[config.mk]
export PLATFORM = sky130hd
export DESIGN_NAME = mem_arbiter
export DESIGN_NICKNAME = d
export VERILOG_FILES = /design/src/rtl/mem_arbiter_pkg.sv /design/src/rtl/mem_arbiter_stats.sv /design/src/rtl/mem_arbiter.sv
export SDC_FILE = /design/constraint.sdc
export NUM_CORES = 1
export LEC_CHECK = 0
export ABC_AREA = 1
export ABC_CLOCK_PERIOD_IN_PS = 3100
export BUFFER_PORTS_ARGS = -buffer_cell sky130_fd_sc_hd__buf_2
export CAP_MARGIN = 20
export CORE_ASPECT_RATIO = 1.2
export CORE_MARGIN = 2
export CORE_UTILIZATION = 53
export CTS_BUF_LIST = sky130_fd_sc_hd__clkbuf_8 sky130_fd_sc_hd__clkbuf_16
export CTS_CLUSTER_SIZE = 14
export DETAILED_ROUTE_END_ITERATION = 8
export PLACE_DENSITY = 0.86
export SYNTH_ARGS = -nofsm -noshare
export SYNTH_HDL_FRONTEND = slang
export SYNTH_SLANG_ARGS = --single-unit
[constraint.sdc]
create_clock -name clk -period 3.1 [get_ports clk]
set_input_delay 0.31 -clock clk [delete_from_list [all_inputs] [get_ports clk]]
set_output_delay 0.31 -clock clk [all_outputs]
set_load 0.01 [all_outputs]
[src/rtl/mem_arbiter_pkg.sv]
// Shared definitions for the byte-serial RAM arbiter: FSM state and owner
// encodings, mem_len size codes, bus types and the size-code decoder.
package mem_arbiter_pkg;

    localparam logic Enable = 1'b1;

    typedef logic [7:0]  RamDataBus;
    typedef logic [31:0] InstAddrBus;

    typedef enum logic [1:0] {
        ArbIdle,
        ArbRd,
        ArbWr,
        ArbDone
    } arb_state_e;

    typedef enum logic {
        OwnIf,
        OwnMem
    } arb_owner_e;

    localparam logic [1:0] Len1 = 2'b00;
    localparam logic [1:0] Len2 = 2'b01;
    localparam logic [1:0] Len4 = 2'b11;

    // Number of RAM byte cycles for a size code; the unused code 10 is a word.
    function automatic logic [2:0] len_bytes(input logic [1:0] len);
        case (len)
            Len1:    return 3'd1;
            Len2:    return 3'd2;
            Len4:    return 3'd4;
            default: return 3'd4;
        endcase
    endfunction

endpackage

[src/rtl/mem_arbiter_stats.sv]
// Grant and conflict counters for the RAM arbiter, all wrapping modulo 2^32.
// Only instantiated when MEMARB_STATS_EN is defined.
module mem_arbiter_stats (
    input  logic        clk,
    input  logic        rst,
    input  logic        if_grant_i,
    input  logic        mem_grant_i,
    input  logic        conflict_i,
    output logic [31:0] stat_if_grants_o,
    output logic [31:0] stat_mem_grants_o,
    output logic [31:0] stat_conflicts_o
);

    logic [31:0] if_grants_q, mem_grants_q, conflicts_q;

    // Count accepted requests per requester and IDLE cycles with both requesting.
    always_ff @(posedge clk) begin
        if (rst) begin
            if_grants_q  <= '0;
            mem_grants_q <= '0;
            conflicts_q  <= '0;
        end else begin
            if (if_grant_i)  if_grants_q  <= if_grants_q + 32'd1;
            if (mem_grant_i) mem_grants_q <= mem_grants_q + 32'd1;
            if (conflict_i)  conflicts_q  <= conflicts_q + 32'd1;
        end
    end

    assign stat_if_grants_o  = if_grants_q;
    assign stat_mem_grants_o = mem_grants_q;
    assign stat_conflicts_o  = conflicts_q;

endmodule

[src/rtl/mem_arbiter.sv]
// mem_arbiter: shares the byte-wide RAM port between IF and MEM, serialising
// 1/2/4-byte accesses little-endian with one-cycle done pulses. MEM has fixed
// priority. Define MEMARB_STATS_EN to add grant/conflict counter outputs.
module mem_arbiter
    import mem_arbiter_pkg::*;
(
    input  logic        clk,
    input  logic        rst,
    input  logic        flush,
    input  logic        if_req,
    input  logic [31:0] if_addr,
    output logic        if_done,
    output logic [31:0] if_data,
    input  logic        mem_req,
    input  logic        mem_we,
    input  logic [1:0]  mem_len,
    input  logic [31:0] mem_addr,
    input  logic [31:0] mem_wdata,
    output logic        mem_done,
    output logic [31:0] mem_rdata,
    output logic [31:0] ram_a,
    output logic        ram_wr,
    output logic [7:0]  ram_dout,
    input  logic [7:0]  ram_din
`ifdef MEMARB_STATS_EN
    ,
    output logic [31:0] stat_if_grants,
    output logic [31:0] stat_mem_grants,
    output logic [31:0] stat_conflicts
`endif
);

    arb_state_e  state_q;
    arb_owner_e  owner_q;
    logic [2:0]  cnt_q;
    logic [2:0]  n_q;
    InstAddrBus  base_q;
    logic [31:0] wdata_q;
    logic [31:0] rd_buf_q;
    logic [31:0] if_data_q;
    logic [31:0] mem_rdata_q;
    logic        if_done_q;
    logic        mem_done_q;

    logic [1:0]  rd_idx_d;
    logic [31:0] rd_word_d;
    RamDataBus   wr_byte_d;

    // Read buffer with the byte arriving this cycle merged in; ram_din belongs
    // to the address driven one cycle earlier, hence cnt - 1.
    always_comb begin
        rd_idx_d  = 2'(cnt_q - 3'd1);
        rd_word_d = rd_buf_q;
        rd_word_d[{rd_idx_d, 3'b000} +: 8] = ram_din;
    end

    // RAM pins depend only on state and counter, never on the request inputs.
    always_comb begin
        ram_a     = '0;
        ram_wr    = 1'b0;
        wr_byte_d = wdata_q[{cnt_q[1:0], 3'b000} +: 8];
        ram_dout  = '0;
        if (state_q == ArbRd || state_q == ArbWr) begin
            ram_a = base_q + {29'd0, cnt_q};
        end
        if (state_q == ArbWr) begin
            ram_wr   = Enable;
            ram_dout = wr_byte_d;
        end
    end

    // Arbitration FSM with registered done pulses and read data.
    always_ff @(posedge clk) begin
        if (rst) begin
            state_q     <= ArbIdle;
            owner_q     <= OwnIf;
            cnt_q       <= '0;
            n_q         <= '0;
            base_q      <= '0;
            wdata_q     <= '0;
            rd_buf_q    <= '0;
            if_data_q   <= '0;
            mem_rdata_q <= '0;
            if_done_q   <= 1'b0;
            mem_done_q  <= 1'b0;
        end else begin
            if_done_q  <= 1'b0;
            mem_done_q <= 1'b0;
            case (state_q)
                ArbIdle: begin
                    cnt_q    <= '0;
                    rd_buf_q <= '0;
                    if (mem_req == Enable) begin
                        owner_q <= OwnMem;
                        base_q  <= mem_addr;
                        n_q     <= len_bytes(mem_len);
                        wdata_q <= mem_wdata;
                        state_q <= mem_we ? ArbWr : ArbRd;
                    end else if (if_req == Enable && !flush) begin
                        owner_q <= OwnIf;
                        base_q  <= if_addr;
                        n_q     <= 3'd4;
                        state_q <= ArbRd;
                    end
                end
                ArbRd: begin
                    if (owner_q == OwnIf && flush) begin
                        state_q <= ArbIdle;
                    end else begin
                        cnt_q <= cnt_q + 3'd1;
                        if (cnt_q != '0) rd_buf_q <= rd_word_d;
                        if (cnt_q == n_q) begin
                            state_q <= ArbDone;
                            if (owner_q == OwnIf) begin
                                if_data_q <= rd_word_d;
                                if_done_q <= 1'b1;
                            end else begin
                                mem_rdata_q <= rd_word_d;
                                mem_done_q  <= 1'b1;
                            end
                        end
                    end
                end
                ArbWr: begin
                    cnt_q <= cnt_q + 3'd1;
                    if (cnt_q == 3'(n_q - 3'd1)) begin
                        state_q    <= ArbDone;
                        mem_done_q <= 1'b1;
                    end
                end
                ArbDone: state_q <= ArbIdle;
                default: state_q <= ArbIdle;
            endcase
        end
    end

    assign if_done   = if_done_q;
    assign if_data   = if_data_q;
    assign mem_done  = mem_done_q;
    assign mem_rdata = mem_rdata_q;

`ifdef MEMARB_STATS_EN
    logic if_grant, mem_grant, conflict;

    // Acceptance and conflict strobes mirror the IDLE arbitration decision.
    always_comb begin
        mem_grant = (state_q == ArbIdle) && mem_req;
        if_grant  = (state_q == ArbIdle) && !mem_req && if_req && !flush;
        conflict  = (state_q == ArbIdle) && mem_req && if_req;
    end

    mem_arbiter_stats u_stats (
        .clk               (clk),
        .rst               (rst),
        .if_grant_i        (if_grant),
        .mem_grant_i       (mem_grant),
        .conflict_i        (conflict),
        .stat_if_grants_o  (stat_if_grants),
        .stat_mem_grants_o (stat_mem_grants),
        .stat_conflicts_o  (stat_conflicts)
    );
`endif

endmodule

### Yosys cells after proc, flatten, opt, wreduce, memory -nomap -nowiden

Index checks and enable logic that the tools add are counted.

* register bits after elaboration: 171
* logic and storage cells: 81
* output and inout port bits: 107
* input port bits: 112

* equal/unequal tests: 11
* shifts and indexed selects: 3
* add/sub/neg operators: 5
* muxes and demuxes: 29
* reductions and logical operators: 18
* bitwise operators: 4

Operators by type and width (number)
* $mux W32: 5
* $pmux W32 S2: 1
* $add A32 B3 Y32: 1
* $bwmux W32: 1
* $shift A8 B7 Y32 const A: 1
* $shiftx A32 B6 Y8: 1
* $shiftx A8 B7 Y32: 1
* $mux W2: 6
* $mux W3: 3
* $pmux W3 S3: 1
* $mux W1: 8
* $mux W8: 1
* $pmux W2 S4: 1
* $reduce_and A4 Y1: 2
* $neg A5 Y7: 1
* $eq A3 B3 Y1: 2
* $pmux W3 S2: 1
* $reduce_and A2 Y1: 3
* $reduce_and A3 Y1: 2
* $reduce_bool A3 Y1: 2
* $eq A2 B1 Y1 const B: 2
* $eq A2 B2 Y1 const B: 2
* $logic_not A2 Y1: 2
* $ne A2 B1 Y1 const B: 2
* 13 further kinds: 18

### Logic depth before layout (Yosys ltp)

* word-level depth: 7
* depth in mapped cells: 12
* gate-level depth less buffers: 12

### Least setup slack after synthesis

OpenSTA, ideal clock, no wires.

* kind: reg2out
* from: reg cnt_q[1]
* to: out ram_a[28]
* stages on the path, launching flop included: 13
* required time: 2790 ps
* slack: 672 ps
* arrival time: 2118 ps
* cells stage by stage: dfxtp_1 -> inv_1 -> clkbuf_1 -> fa_1 -> inv_2 -> nand2_1 -> a21oi_2 -> inv_1 -> nor2_1 -> nand2_1 -> nand2_1 -> nand2_1 -> nor2_1

* word-level cells in the longest chain between the ends: 2

RTL lines
* start, declared: RTL line mem_arbiter.sv:35 `logic [2:0] cnt_q;`
* start signal, assigned: RTL line mem_arbiter.sv:110 `cnt_q <= cnt_q + 3'd1;`
* start signal, assigned: RTL line mem_arbiter.sv:125 `cnt_q <= cnt_q + 3'd1;`
* $add A32 B3 Y32: RTL line mem_arbiter.sv:64 `ram_a = base_q + {29'd0, cnt_q};`
* $mux W32: RTL line mem_arbiter.sv:63 `if (state_q == ArbRd || state_q == ArbWr) begin`
* end, declared: RTL line mem_arbiter.sv:21 `output logic [31:0] ram_a,`

Every way passes these cells.

### Final worst setup path

* from: reg cnt_q[0]
* to: out ram_a[28]

Same word-level chain as after synthesis.

==> out/results.txt <==
Vias per inst = 5.484
Final WS setup = 209.2 ps
Cell total after placement = 1626
Worst Setup Start Kind = flip-flop
Post-synthesis cell count = 1260
Post-synthesis register bit count = 171
Drt pass-1 iters = 7
Ports = 219
Tot Pwr = 7.757 mW
Synth cell count leaders = 317 x nand2_1, 171 x dfxtp_1, 168 x nor2_1
Global Route Usage Sum = 28.05%
Global route overflow = 0
HP Class = input port to flip-flop
Post-Synth XOR/XNOR Area = 0.9344%
DRC Markers = 0
Max Root-Sink Buffers = 2
# rows = 50
Post-synthesis sequential area ratio = 40.58%
Max_cap viols = 0
Period utilization = 93.25%
IR Drop Worst-Case VDD = 0.4822 mV
Hold Vio Cnt, Final = 0
Pin count of the biggest net entering global routing = 105
Post-Syn Area per Cell = 6.695 um^2
PwrDens = 760.7 mW/mm^2
Clk_skew = 10.58 ps
Fin crit period = 2891 ps
Pint = 4.636 mW
Antenna-violating nets left = 0
Initial Util = 54.15%
Clk network pwr share = 29.3%
Post-synthesis mux area share = 0%
Largest cells by area after synthesis = dfxtp_1 41%, nand2_1 14%, nor2_1 7.5%
Root buffer cell = clkbuf_16
CP Capture Type = primary output
Number of fill cells = 1371
Postcts setup bufs = 0
Cts repair resizes = 0
Post-synth EDFFs = 0
Placed Instance Area = 0.009559 mm^2
Post-DP HPWL = 16.75 mm
CTS tree = built
Cts bufs inserted = 17
Final wirelength = 24.12 mm
Hold Path Depth = 3
CTS sink cnt = 171
Nets = 1565
Combinational power share = 35.3%
Final setup fails = 0
Core region area = 0.01558 mm^2
DR iter-0 viols = 840
Crit path DAT = 2580 ps
Non-filler cells, final = 1659
YS warnings = 0
Syn nets = 1388
RSZ-0062 raised after global routing = false
Cell Area, Synth = 0.008436 mm^2
Latest clock arrival within the worst-skew pair = 440 ps
Main combinational cell family by area after synthesis = simple AND/OR/NAND/NOR gates
Wire per inst = 14.54 um
CP max FO = 7
Slew headroom = 29.57%
Critical path class = flip-flop to primary output
RePlAce Congestion = 0.9843
Die ar. = 0.01695 mm^2
Hold-fix buffers, CTS = 0
Slew Viols, Final = 0
Port Buffers = 218
Hold_ws = 123.7 ps
Vias in the first global route = 8325
Status = finished clean
Compound-cell area share of the yosys netlist = 18.20%
Top cell type's share of synthesized area = 40.58%
Simple-Gate Fraction of Synth Area = 28.77%
Reg2reg path depth = 12
Synth Area in Adders = 2.462%
Clock-pin slew on the worst setup and hold paths = 70 ps
Layout cell share with drive strength beyond 1 = 19.66%
H-tree levels = 4
Sw Ratio = 40.24%
Top-count cell post-synth = nand2_1
Lkg Pwr = 4.387 nW
Main synth FF type = dfxtp_1
Multi-input gate area = 0.004269 mm^2
Register area = 0.003423 mm^2
Pre-CTS setup slack = 565.2 ps
Area Overhead vs Synth = 20.88%
Synth unique cells = 34
Initial antenna violation count = 1
Die height = 142.2 um
Required @ worst endpoint = 2790 ps
Post-synth top area cell = dfxtp_1
Sequential fraction of design power = 35.4%
Async S/R FF share, synth = 0%
F_max = 345.9 MHz
Final TNS setup = 0 ps
Switching power = 3.121 mW
Post-route cell area = 0.01020 mm^2
Final core occ = 65.46%
Worst Tran Pin Value = 1057 ps
First-pass GRT wire length = 38.59 mm
Vias = 9098
Width of the die = 119.2 um
## state kept, by name, indices dropped and copies added (netlist names)
signal and flops:
base_q 32, if_data 32, mem_rdata 32, rd_buf_q 32
wdata_q 32, cnt_q 3, n_q 3, state_q 2
if_done 1, mem_done 1, owner_q 1
## worst max-delay path, stage by stage (launching register included)
cell and delay (ps):
dfxtp_1 330, ha_1 190, inv_1 60, fa_1 400, inv_2 90, nand2_1 100, a21oi_4 220, inv_1 60
nor2_1 250, nand2_1 90, nand2_1 60, nand2_1 40, nor2_1 80, buf_2 160
## layer usage
metal / routed length [um] / global-route usage, %
met1: 9876 / 34.46
met5: 0 / 0
met3: 1675 / 4.167
met4: 833 / 14.22
met2: 11730 / 47.88
## power by group through the flow
| stage | clock (mW) | combinational (mW) | sequential (mW) |
|---|---|---|---|
| 3_3_place_gp | 0 | 2.65 | 2.77 |
| 4_1_cts | 2.29 | 2.70 | 2.73 |
| 6_report | 2.27 | 2.74 | 2.75 |
| 2_1_floorplan | 0 | 2.00 | 2.71 |
| 3_5_place_dp | 0 | 2.69 | 2.78 |
| 5_1_grt | 2.38 | 3.05 | 2.77 |
## layout by cell type (no fill, tap or decap), types with 9 or more instances in the layout
cell,netlist,final
nand3_1,93,93
nand4_1,9,9
buf_4,1,19
buf_2,22,218
nor2_1,168,165
dfxtp_1,171,171
a31oi_1,33,33
o21ai_0,90,90
clkbuf_16,0,17
ha_1,15,15
inv_1,97,97
a21oi_1,121,121
o22ai_1,32,32
nand2_1,317,317
## cell families after synthesis
logic type	Yosys count
AOI/OAI and AO/OA	285
and+or+nand+nor	598
adders and majority gates	16
buffers and inverters	181
xor gates and xnor gates	9
DFF	171
## final cells by class
class | count | area share, %
diodes | 1 | 0.02454
clock buffers | 18 | 4.307
clock inverters | 14 | 1.828
inverters | 102 | 3.755
multi-input cells | 908 | 41.86
flip-flops and latches | 171 | 33.57
well taps | 208 | 2.552
repair buffers | 237 | 12.10
## final timing paths
kind	startpoint	end	slack (ps)
max	cnt_q[0]	ram_a[28]	210
min	mem_wdata[23]	wdata_q[23]	120
max reg2reg	cnt_q[0]	mem_rdata[16]	610
min reg2reg	if_data[12]	if_data[12]	460
No activity file was read; power rests on OpenSTA's default activity.
